<file path="config.mk">
export PLATFORM = sky130hd
export DESIGN_NAME = serial_link_chan_arb
export DESIGN_NICKNAME = d
export VERILOG_FILES = /design/src/rtl/serial_link_chan_arb.sv
export SDC_FILE = /design/constraint.sdc
export NUM_CORES = 1
export LEC_CHECK = 0
export CELL_PAD_IN_SITES_DETAIL_PLACEMENT = 0
export CELL_PAD_IN_SITES_GLOBAL_PLACEMENT = 1
export CORE_AREA = 2 2 120 180
export DETAILED_ROUTE_END_ITERATION = 10
export DIE_AREA = 0 0 122 182
export PLACE_DENSITY = 0.84
export SETUP_SLACK_MARGIN = 0.05
export SLEW_MARGIN = 20
export SYNTH_ARGS = -nofsm -noshare
export SYNTH_HDL_FRONTEND = slang
export SYNTH_SLANG_ARGS = --single-unit
export TNS_END_PERCENT = 50
</file>
<file path="constraint.sdc">
create_clock -name clk_i -period 4.6 [get_ports clk_i]
set_clock_uncertainty 0.15 [all_clocks]
set_input_delay 1.15 -clock clk_i [delete_from_list [all_inputs] [get_ports clk_i]]
set_output_delay 1.15 -clock clk_i [all_outputs]
set_load 0.005 [all_outputs]
</file>
<file path="src/rtl/serial_link_chan_arb.sv">
// Round-robin scheduler of the AW/W/AR/R streams onto the single link send path, with tag
// insertion and credit flow control. Optional W burst lock: SERIAL_LINK_ARB_W_BURST_LOCK_EN.

package serial_link_pkg;
    localparam int unsigned NumCredits  = 10;
    localparam int unsigned CreditWidth = $clog2(NumCredits + 1);

    typedef logic [CreditWidth-1:0] credit_t;

    typedef enum logic [3:0] {
        TagIdle = 4'd0,
        TagAW   = 4'd1,
        TagW    = 4'd2,
        TagAR   = 4'd3,
        TagR    = 4'd4
    } tag_e;

    typedef enum logic {
        LinkSendIdle,
        LinkSendBusy
    } link_state_e;
endpackage

module serial_link_chan_arb #(
    parameter int unsigned DataWidth  = 64,
    parameter int unsigned NumCredits = serial_link_pkg::NumCredits
) (
    input  logic                      clk_i,
    input  logic                      rst_ni,
    input  logic                      en_i,
    input  logic [3:0]                req_valid_i,
    output logic [3:0]                req_ready_o,
    input  logic [4*DataWidth-1:0]    req_data_i,
    input  logic                      w_last_i,
    output logic                      link_valid_o,
    input  logic                      link_ready_i,
    output serial_link_pkg::tag_e     link_tag_o,
    output logic [DataWidth-1:0]      link_data_o,
    input  logic                      credits_ret_valid_i,
    input  serial_link_pkg::credit_t  credits_ret_i,
    output serial_link_pkg::credit_t  credits_o,
    output logic                      credit_err_o
);
    localparam int unsigned CW = serial_link_pkg::CreditWidth;
    localparam logic [CW:0] MaxCred = (CW + 1)'(NumCredits);

    serial_link_pkg::link_state_e state_q;
    serial_link_pkg::tag_e        tag_q;
    logic [DataWidth-1:0]         data_q;
    serial_link_pkg::credit_t     credits_q;
    logic                         credit_err_q;
    logic [1:0]                   rr_q;

    logic       slot_free;
    logic       grant_ok;
    logic       grant;
    logic       found;
    logic [1:0] winner;
    logic [3:0] cand;
    logic [CW:0] cred_sum;
    logic        cred_ovf;

`ifdef SERIAL_LINK_ARB_W_BURST_LOCK_EN
    logic lock_q;
    // While a W burst is open only the W stream may compete.
    assign cand = lock_q ? (req_valid_i & 4'b0010) : req_valid_i;
`else
    logic unused_w_last;
    assign unused_w_last = w_last_i;
    assign cand = req_valid_i;
`endif

    assign link_valid_o = (state_q == serial_link_pkg::LinkSendBusy);
    assign slot_free    = !link_valid_o || link_ready_i;
    assign grant_ok     = en_i && slot_free && (credits_q != '0);

    // NOTE: every variable assigned in always_comb gets a default first, so no latch is inferred.
    always_comb begin
        logic [1:0] idx;
        found  = 1'b0;
        winner = 2'd0;
        idx    = 2'd0;
        for (int i = 0; i < 4; i++) begin
            idx = rr_q + 2'(i);
            if (!found && cand[idx]) begin
                found  = 1'b1;
                winner = idx;
            end
        end
    end

    assign grant       = grant_ok && found;
    assign req_ready_o = grant ? (4'b0001 << winner) : 4'b0000;

    always_comb begin
        cred_sum = {1'b0, credits_q} - {{CW{1'b0}}, grant};
        if (credits_ret_valid_i) begin
            cred_sum = cred_sum + {1'b0, credits_ret_i};
        end
        cred_ovf = (cred_sum > MaxCred);
    end

    // NOTE: sequential state uses non-blocking assignments so all registers update together.
    always_ff @(posedge clk_i or negedge rst_ni) begin
        if (!rst_ni) begin
            state_q      <= serial_link_pkg::LinkSendIdle;
            tag_q        <= serial_link_pkg::TagIdle;
            data_q       <= '0;
            credits_q    <= serial_link_pkg::credit_t'(NumCredits);
            credit_err_q <= 1'b0;
            rr_q         <= 2'd0;
        end else begin
            case (state_q)
                serial_link_pkg::LinkSendIdle: begin
                    if (grant) begin
                        state_q <= serial_link_pkg::LinkSendBusy;
                        tag_q   <= serial_link_pkg::tag_e'({2'b00, winner} + 4'd1);
                        data_q  <= req_data_i[winner*DataWidth +: DataWidth];
                    end
                end
                serial_link_pkg::LinkSendBusy: begin
                    if (grant) begin
                        tag_q  <= serial_link_pkg::tag_e'({2'b00, winner} + 4'd1);
                        data_q <= req_data_i[winner*DataWidth +: DataWidth];
                    end else if (link_ready_i) begin
                        state_q <= serial_link_pkg::LinkSendIdle;
                        tag_q   <= serial_link_pkg::TagIdle;
                    end
                end
                default: state_q <= serial_link_pkg::LinkSendIdle;
            endcase

            if (grant) begin
                rr_q <= winner + 2'd1;
            end

            if (cred_ovf) begin
                credits_q    <= serial_link_pkg::credit_t'(NumCredits);
                credit_err_q <= 1'b1;
            end else begin
                credits_q <= cred_sum[CW-1:0];
            end
        end
    end

`ifdef SERIAL_LINK_ARB_W_BURST_LOCK_EN
    // The pointer already lands on AR (winner+1) when the closing W beat is granted.
    always_ff @(posedge clk_i or negedge rst_ni) begin
        if (!rst_ni) begin
            lock_q <= 1'b0;
        end else if (grant && (winner == 2'd1)) begin
            lock_q <= !w_last_i;
        end
    end
`endif

    assign link_tag_o   = tag_q;
    assign link_data_o  = data_q;
    assign credits_o    = credits_q;
    assign credit_err_o = credit_err_q;

endmodule

</file>
Yosys cells after proc, flatten, opt, wreduce, memory -nomap -nowiden:

Index checks and enable logic that the tools add are counted.

* divide/modulo/power cells: 0
* $lt $le $gt $ge: 5
* multiplexer cells: 28
* shift operators: 2
* reduce and logical (&&, ||, !) cells: 13
* add/sub/neg operators: 7
* eq/ne operators: 2
* bitwise operators: 1
* $mul: 0

Operator list (number)
* 256-bit by 9-bit variable part select with 64-bit output: 1
* 64-bit 2-to-1 mux: 1
* 4-bit 2-to-1 mux: 5
* 2-bit by 3-bit < comparator with 1-bit output, second input constant: 4
* 1-bit 2-to-1 mux: 11
* 1-bit binary-select mux with 2-bit select: 4
* 2-bit 2-to-1 mux: 4
* 4-bit case mux with 2 select lines: 1
* 1-bit logical AND: 6
* 5-bit by 4-bit adder with 5-bit output: 1
* 5-bit by 4-bit > comparator with 1-bit output, second input constant: 1
* 5-bit 2-to-1 mux: 1
* 4-bit by 1-bit subtractor with 5-bit output: 1
* 2-bit by 1-bit adder with 2-bit output, second input constant: 2
* 2-bit adder, second input constant: 2
* 1-bit logical NOT: 4
* 4-bit nonzero test: 1
* 1-bit by 2-bit left shift with 4-bit output, first input constant: 1
* 2-bit by 1-bit adder with 3-bit output, second input constant: 1
* 3-bit by 2-bit != test with 1-bit output, second input constant: 1
* 2-bit != test, second input constant: 1
* 1-bit case mux with 2 select lines: 1
* 2-bit AND reduction: 1
* 1-bit logical OR: 1
* 1-bit inverter: 1

* output and inout port bits: 78
* latch bits: 0
* memories: 0
* logic and storage cells: 64
* bits in writable memories: 0
* bits in registers: 76
* bits in read-only memories: 0
* input bits: 270

Longest topological paths before layout:

* depth in word-level cells: 18
* gate-level depth with buffers: 15
* depth with buffers taken out: 14

Worst setup path before layout:

OpenSTA, ideal clock, no wires.

* path kind: input -> register
* start: input port req_valid_i[0]
* end: register credit_err_q, in the netlist credit_err_o
* data arrival time: 3949 ps
* stages: 12
* setup slack: 372 ps
* path through: or4_1 -> nand4_2 -> inv_2 -> buf_6 -> ha_1 -> ha_1 -> fa_1 -> xnor2_1 -> mux2i_1 -> a21oi_1 -> or4_1 -> o41a_1

* word-level cells in the longest chain between the ends: 17
* elaborated cells between the ends (all ways): 23
* classes of those cells: 2 x add/sub; 1 x order compare; 13 x mux; 7 x reduce/logical

RTL lines
* start: declaration: line 31 `input logic [3:0] req_valid_i,`
* 1-bit binary-select mux with 2-bit select: line 85 `if (!found && cand[idx]) begin`
* 1-bit 2-to-1 mux (implied by the code): line 85
* 1-bit 2-to-1 mux: line 85
* 1-bit logical NOT: line 85
* 1-bit logical AND: line 85
* 1-bit 2-to-1 mux: line 85
* 1-bit logical NOT: line 85
* 1-bit logical AND: line 85
* (+2 left out)
* 1-bit logical AND: line 85
* 1-bit 2-to-1 mux *: line 85
* 1-bit logical AND *: line 92 `assign grant = grant_ok && found;`
* via grant: line 56 `logic grant;`
* 4-bit by 1-bit subtractor with 5-bit output *: line 96 `cred_sum = {1'b0, credits_q} - {{CW{1'b0}}, grant};`
* 5-bit by 4-bit adder with 5-bit output: line 98 `cred_sum = cred_sum + {1'b0, credits_ret_i};`
* 5-bit 2-to-1 mux *: line 97 `if (credits_ret_valid_i) begin`
* 5-bit by 4-bit > comparator with 1-bit output *: line 100 `cred_ovf = (cred_sum > MaxCred);`
* end signal: assignment: line 110 `credit_err_q <= 1'b0;`
* end signal: assignment: line 139 `credit_err_q <= 1'b1;`
* end: declaration: line 51 `logic credit_err_q;`

Mark *: on every way through the listed nets, which the timed path passes. The rest lies on a longest branch. The select of a mux whose other input is x is not followed.
A chain may end at the register's enable or synchronous reset.

Final worst setup path:

* start: input port req_valid_i[0]
* end: output port req_ready_o[1]

* word-level cells in the longest chain between the ends: 14
* elaborated cells between the ends (all ways): 25
* classes of those cells: 1 x shift; 17 x mux; 7 x reduce/logical

RTL lines
* 1-bit binary-select mux with 2-bit select: line 85
* 1-bit 2-to-1 mux (implied by the code): line 85
* 1-bit 2-to-1 mux: line 85
* 1-bit logical NOT: line 85
* 1-bit logical AND: line 85
* 1-bit 2-to-1 mux: line 85
* 1-bit logical NOT: line 85
* 1-bit logical AND: line 85
* 1-bit 2-to-1 mux: line 85
* 1-bit logical NOT: line 85
* 1-bit logical AND: line 85
* 2-bit 2-to-1 mux or 1-bit 2-to-1 mux (tied branches): line 85
* 1-bit by 2-bit left shift with 4-bit output or 1-bit logical AND (tied branches): line 93, 92
* 4-bit 2-to-1 mux *: line 93 `assign req_ready_o = grant ? (4'b0001 << winner) : 4'b0000;`
* end: declaration: line 32 `output logic [3:0] req_ready_o,`

Mark *: on every way between the ends. The rest lies on a longest branch, timed or not. The select of a mux whose other input is x is not followed.

==> flow_metrics.py <==
metrics = {
    "die": {
        "die_w_um": 122,
        "coreArea_um2": 20700,
        "dieArea_um2": 22200,
        "start_util": 0.253,
        "ios": 348,
        "die_h_um": 182,
        "rows": 65,
    },
    "run": {
        "drv_cap": 0,
    },
    "finish": {
        "drive_gt1_frac": 0.129,
        "diodes": 0,
        "finish.net_count": 1074,
        "nFillCells": 2015,
        "syn2layout_area_growth_pct": 75.5,
    },
    "setup_path": {
        "worstPathArrival_ps": 3130,
        "worstPathRequired_ps": 3300,
        "endpoint_kind": "output port",
        "start_kind": "input port",
        "r2r_cells": 14,
        "path_max_fanout": 10,
        "crit_type": "input port to output port",
    },
    "route": {
        "route.detailed.drc": 0,
        "drt_pass1_iterations": 4,
        "avgViaCountPerCell": 4.68,
        "vias": 4990,
        "drtAntennaViolNets": 0,
        "wirelength_um": 19400,
        "wl_per_cell_um": 18.2,
        "drt_iter0_drc": 148,
    },
    "pwr": {
        "p_comb_frac": 0.572,
        "swShare": 0.364,
        "power_density_nw_per_um2": 483,
        "total_power_mw": 4.45,
        "p_leak_nw": 4.03,
        "share_seq_of_total_power": 0.265,
        "peakVddDrop_mv": 0.404,
        "p_int_mw": 2.83,
        "clockPowerShare": 0.163,
        "p_switching_mw": 1.62,
    },
    "place": {
        "portBuffers": 345,
        "place_ws_ps": -32.5,
        "hpwl_um": 14600,
        "place.gp.congestion": 0.813,
    },
    "yosys": {
        "ys_async_sr_fraction": 1.00,
        "synthTopCellsByArea": "dfrtp_1 35%, mux2i_1 24%, o221ai_2 17%",
        "synth_top_area_cell": "dfrtp_1",
        "ys_seq_elements": 75,
        "synth_flop_cell": "dfrtp_1",
        "syn_nets": 741,
        "yosys_warnings": 0,
        "synth_edf_count": 0,
        "avgSynthCellArea_um2": 11.4,
        "synthTopCellsByCount": "128 x mux2i_1, 73 x dfrtp_1, 71 x nand2_1",
        "synth_most_common_cell": "mux2i_1",
        "seq_area_frac_synth": 0.358,
        "synth_top_cell_area_share": 0.348,
        "ys_types": 48,
        "synth_cells": 460,
        "synth.cell_area_um2": 5250,
    },
    "clock_tree": {
        "insertion_delay_ps": 350,
        "cts_setup_buffers": 0,
        "clockBufferDepth": 2,
        "path_clk_slew_ps": 60,
        "h-tree-depth": 3,
        "root_buffer": "clkbuf_16",
        "cts.sinks": 75,
        "cts_tree": "yes",
        "cts_buffers": 9,
    },
    "timing": {
        "rsz0062_at_grt": "false",
        "slew_violations": 0,
        "fin_crit_sh": 0.964,
        "worst_pin_slew_ps": 971,
        "fmax_mhz": 226,
        "slew_headroom": 0.352,
        "hold_viol_final": 0,
        "finalCriticalPeriod_ps": 4430,
        "layout_setup_ws_ps": 166,
        "setup_viol": 0,
    },
    "global_route": {
        "grt_pass1_wl_um": 29100,
        "grt_usage": 0.171,
        "antenna_found_initial": 0,
        "overflow": 0,
        "grt_max_degree": 76,
        "first_global_vias": 5152,
    },
    "status": {
        "status": "complete, no violations",
    },
    "worst_hold_path": {
        "hp-class": "register to register",
        "whs_path_depth": 2,
    },
}
[registers in the layout, indices dropped and copies added, names as in the netlist]
name	flops
rr_q	2
link_data_o	64
link_tag_o	3
credit_err_o	1
link_valid_o	1
credits_o	4
[area by class of cell]
| cell class | count | area (um2) | share of cell area |
|---|---|---|---|
| Clock buffer | 9 | 225 | 0.0244 |
| Clock inverter | 7 | 68.8 | 0.00746 |
| Inverter | 14 | 57.6 | 0.00624 |
| Multi-Input combinational cell | 334 | 3080 | 0.334 |
| Sequential cell | 75 | 1880 | 0.204 |
| Tap cell | 268 | 335 | 0.0364 |
| Timing Repair Buffer | 359 | 3570 | 0.388 |
[metrics by stage]
stage	hold slack, ps	std cells	util	TNS (ps)	instance area [um2]
2_1_floorplan	324	460	-	0	5250
3_3_place_gp	316	1050	0.430	-17.5	8910
3_5_place_dp	316	1050	0.430	-48.4	8910
4_1_cts	339	1066	0.444	0	9210
5_1_grt	351	1066	0.445	0	9220
6_report	334	1066	0.445	0	9220
[cells in the final DEF, fill, tap and decap left out, drive strengths merged, types with 2 or more instances in the layout]
master           n
and2             6
nor2b            2
clkinv           5
mux2i          128
or4              3
nand2           73
clkdlybuf4s50  343
o21ai            3
o221ai          63
a21o             2
xor2             2
nand2b           2
nand3            5
dfrtp           73
nor2             7
xnor2            2
a21oi            6
ha              10
inv             13
clkbuf           9
clkinvlp         2
dfstp            2
buf             15
[cells by family (layout without fill, tap and decap cells)]
kind of cell             after synthesis  count (layout)  share of synthesized area
AO/OA/AOI/OAI                         85              85                      0.208
XOR/XNOR                               4               4                    0.00667
adder cells (fa/ha/maj)               11              11                     0.0276
buffers and inverters                 51             389                     0.0622
flip-flops                            75              75                      0.358
multiplexers                         128             128                      0.244
other                                  1               1                   0.000714
AND/OR/NAND/NOR                      105             105                     0.0929
[power groups by stage]
stage	combinational (mW)	sequential, mW	clock (mW)
final	2.55	1.18	0.723
after global routing	2.76	1.23	0.784
after CTS	2.59	1.18	0.753
after detailed placement	2.58	1.18	0
after global placement	2.55	1.18	0
after floorplan	1.36	1.19	0
[what timing repair did]
item | in CTS | in global routing
setup endpoints to repair | 4 | 4
resized for setup | 1 | 2
hold buffers | 0 | 0
endpoints found under the hold margin | 0 | 0
[critical path: stages]
cell and delay [ps]:
clkdlybuf4s50_1 420, or4_1 580, nand4_4 120, inv_2 40, buf_4 180, and2_1 170
clkdlybuf4s50_1 460
[worst paths after layout]
check / slack [ps] / startpoint / to
min in group asynchronous: 690 / rst_ni / link_data_o[18]
worst max-delay path: 170 / req_valid_i[0] / req_ready_o[1]
worst max register to register: 1380 / credits_o[2] / credit_err_o
worst min register to register: 330 / link_data_o[21] / link_data_o[21]
max in group asynchronous: 3090 / rst_ni / link_data_o[42]
worst min-delay path: 330 / link_data_o[21] / link_data_o[21]
[per-layer routing]
metal	up-vias	global-route usage	wire, um
li1	2397	-	-
met1	2368	0.196	7250
met2	199	0.303	10300
met3	26	0.0345	1300
met4	0	0.0726	510
met5	-	0	0
Note: power is estimated with default switching activity, not from simulation.
==> RTL change (config.mk and constraints unchanged) <==
Build with the macro `SERIAL_LINK_ARB_W_BURST_LOCK_EN` defined.
--- a/src/rtl/serial_link_chan_arb.sv
+++ b/src/rtl/serial_link_chan_arb.sv
@@ -1,4 +1,6 @@
 // Round-robin scheduler of the AW/W/AR/R streams onto the single link send path, with tag
 // insertion and credit flow control. Optional W burst lock: SERIAL_LINK_ARB_W_BURST_LOCK_EN.
+
+`define SERIAL_LINK_ARB_W_BURST_LOCK_EN
 
 package serial_link_pkg;
Check against the original RTL: not equivalent (Yosys sat finds a counterexample within 4 cycles, from zero or initial values and one cycle with rst_ni low).
==> RTL change against the original RTL <==
  * Cell count rose by 1.2%
  * Power rose by 1.6%
  * Sequential cell count up 1
  * Routed wire length up 0.93%
  * Final area up 1.2%
  * Hold slack got worse by 0.010 ns
  * Worst setup slack got worse by 0.027 ns
  * Synthesized area rose by 3.6%
  * Clock power fell by 5.5%
  * Global-route usage increased by 0.096 points
  * Sequential share of layout area hardly changed
  * Largest power group unchanged
==> RTL change: results (changes against the original RTL) <==
Finish
  • Share of layout cells above drive strength 1: 14.3% (+1.4 points)
  • Net count, final: 1087 (+1.2%)
  • Fillers: 2011 (-0.20%)

Worst setup path
  • CP Max Fanout: 3 (-7)
  • WP data arrival: 3.16 ns (+0.03 ns)
  • Slowest stage delay, CP: 0.52 ns (-0.06 ns)
  • Critical-path top delay cell: clkdlybuf4s50_1

Placed design
  • GP Congestion: 0.833 (+2.4%)
  • Number of I/O port buffers: 346 (+0.29%)
  • Setup WS pre-CTS: -0.112 ns (-0.0799 ns)

Synthesis
  • Netlist cell types: 46 (-4.2%)
  • Mapped Cells: 464 (+0.87%)
  • Synth Area in Compound Gates: 21.2% (+0.42 points)
  • Register area share after synthesis: 35.0% (-0.80 points)
  • Area contributors post-synth: dfrtp_1, mux2i_1, o221ai_2
  • Xor/xnor share of the synthesized area: 0.644% (-0.023 points)
  • Syn nets: 745 (+0.54%)
  • Mux share of post-synthesis cell area: 23.7% (-0.67 points)
  • Synth top cells by count: mux2i_1, nand2_1, dfrtp_1
  • Synth Area in Adders: 2.67% (-0.097 points)

Power
  • LEAKAGE: 3.63 nW (-9.8%)
  • Maximum VDD drop: 292 uV (-28%)
  • Net Sw Frac: 37.0% (+0.67 points)

Global route
  • First-pass GRT wire length: 29000 um (-0.19%)
  • Total GRT Usage: 17.2% (+0.096 points)
  • Met1 Use GR: 19.8% (+0.23 points)
  • GR Layer Usage met3: 3.42% (-0.031 points)
  • Met2 Use GR: 29.8% (-0.54 points)
  • Largest net degree at the start of global routing: 77 (+1.3%)
  • Vias in the first global route: 5243 (+1.8%)

Timing
  • Worst-margin pin slew: 0.803 ns (-0.169 ns)

Detailed routing
  • DR vias: 5049 (+1.2%)
  • Detailed Route WL: 19600 um (+0.93%)
  • 1st-iter DRT viols: 159 (+7.4%)

Hold path
  • Hold Path Origin: credit_err_o

Status
  • Status: finished clean
==> RTL change: cell families after synthesis <==
kind of cell	count (synthesis)
AO/OA/AOI/OAI	91
multiplexers	129
XOR/XNOR	4
other	1
flip-flops	76
adder cells (fa/ha/maj)	11
buffers and inverters	49
AND/OR/NAND/NOR	103
==> RTL change: power by group through the flow <==
stage	clock, mW	sequential, mW	combinational [mW]
after detailed placement	0	1.19	2.68
after global routing	0.731	1.23	2.88
after global placement	0	1.18	2.65
final	0.683	1.18	2.65
after floorplan	0	1.19	1.60
after CTS	0.710	1.19	2.68
==> RTL change: what timing repair did <==
item | 4_1_cts | 5_1_grt
resized for setup | 1 | 5
gates cloned | 0 | 0
endpoints found under the setup margin | 3 | 7
==> RTL change: worst paths after layout <==
check / end / slack, ns / cells after the start
max in group asynchronous: credit_err_o / 3.07 / 1
worst max register to register: credits_o[0] / 1.17 / 13
min in group asynchronous: link_data_o[4] / 0.69 / 1
worst max-delay path: req_ready_o[0] / 0.14 / 9
worst min-delay path: credit_err_o / 0.32 / 1
worst min register to register: credit_err_o / 0.32 / 1
==> RTL change: area by class of cell <==
class	instances	area share [%]
timing repair buffer	368	39.3
tap	268	3.59
clock inverter	5	0.295
inverter	12	0.483
clock buffer	11	2.60
multi-input combinational	339	33.3
sequential	76	20.4
==> RTL change: stage by stage <==
step / TNS (ns) / area, um2
after floorplan: 0 / 5440
after global placement: -0.102 / 9030
after detailed placement: -0.264 / 9030
after CTS: 0 / 9310
after global routing: 0 / 9330
final: 0 / 9330
==> RTL change: per-layer routing <==
layer	up-vias	wire length, um
met4	0	607
met5	-	0
met1	2399	7550
met3	32	1290
met2	193	10100
li1	2425	-
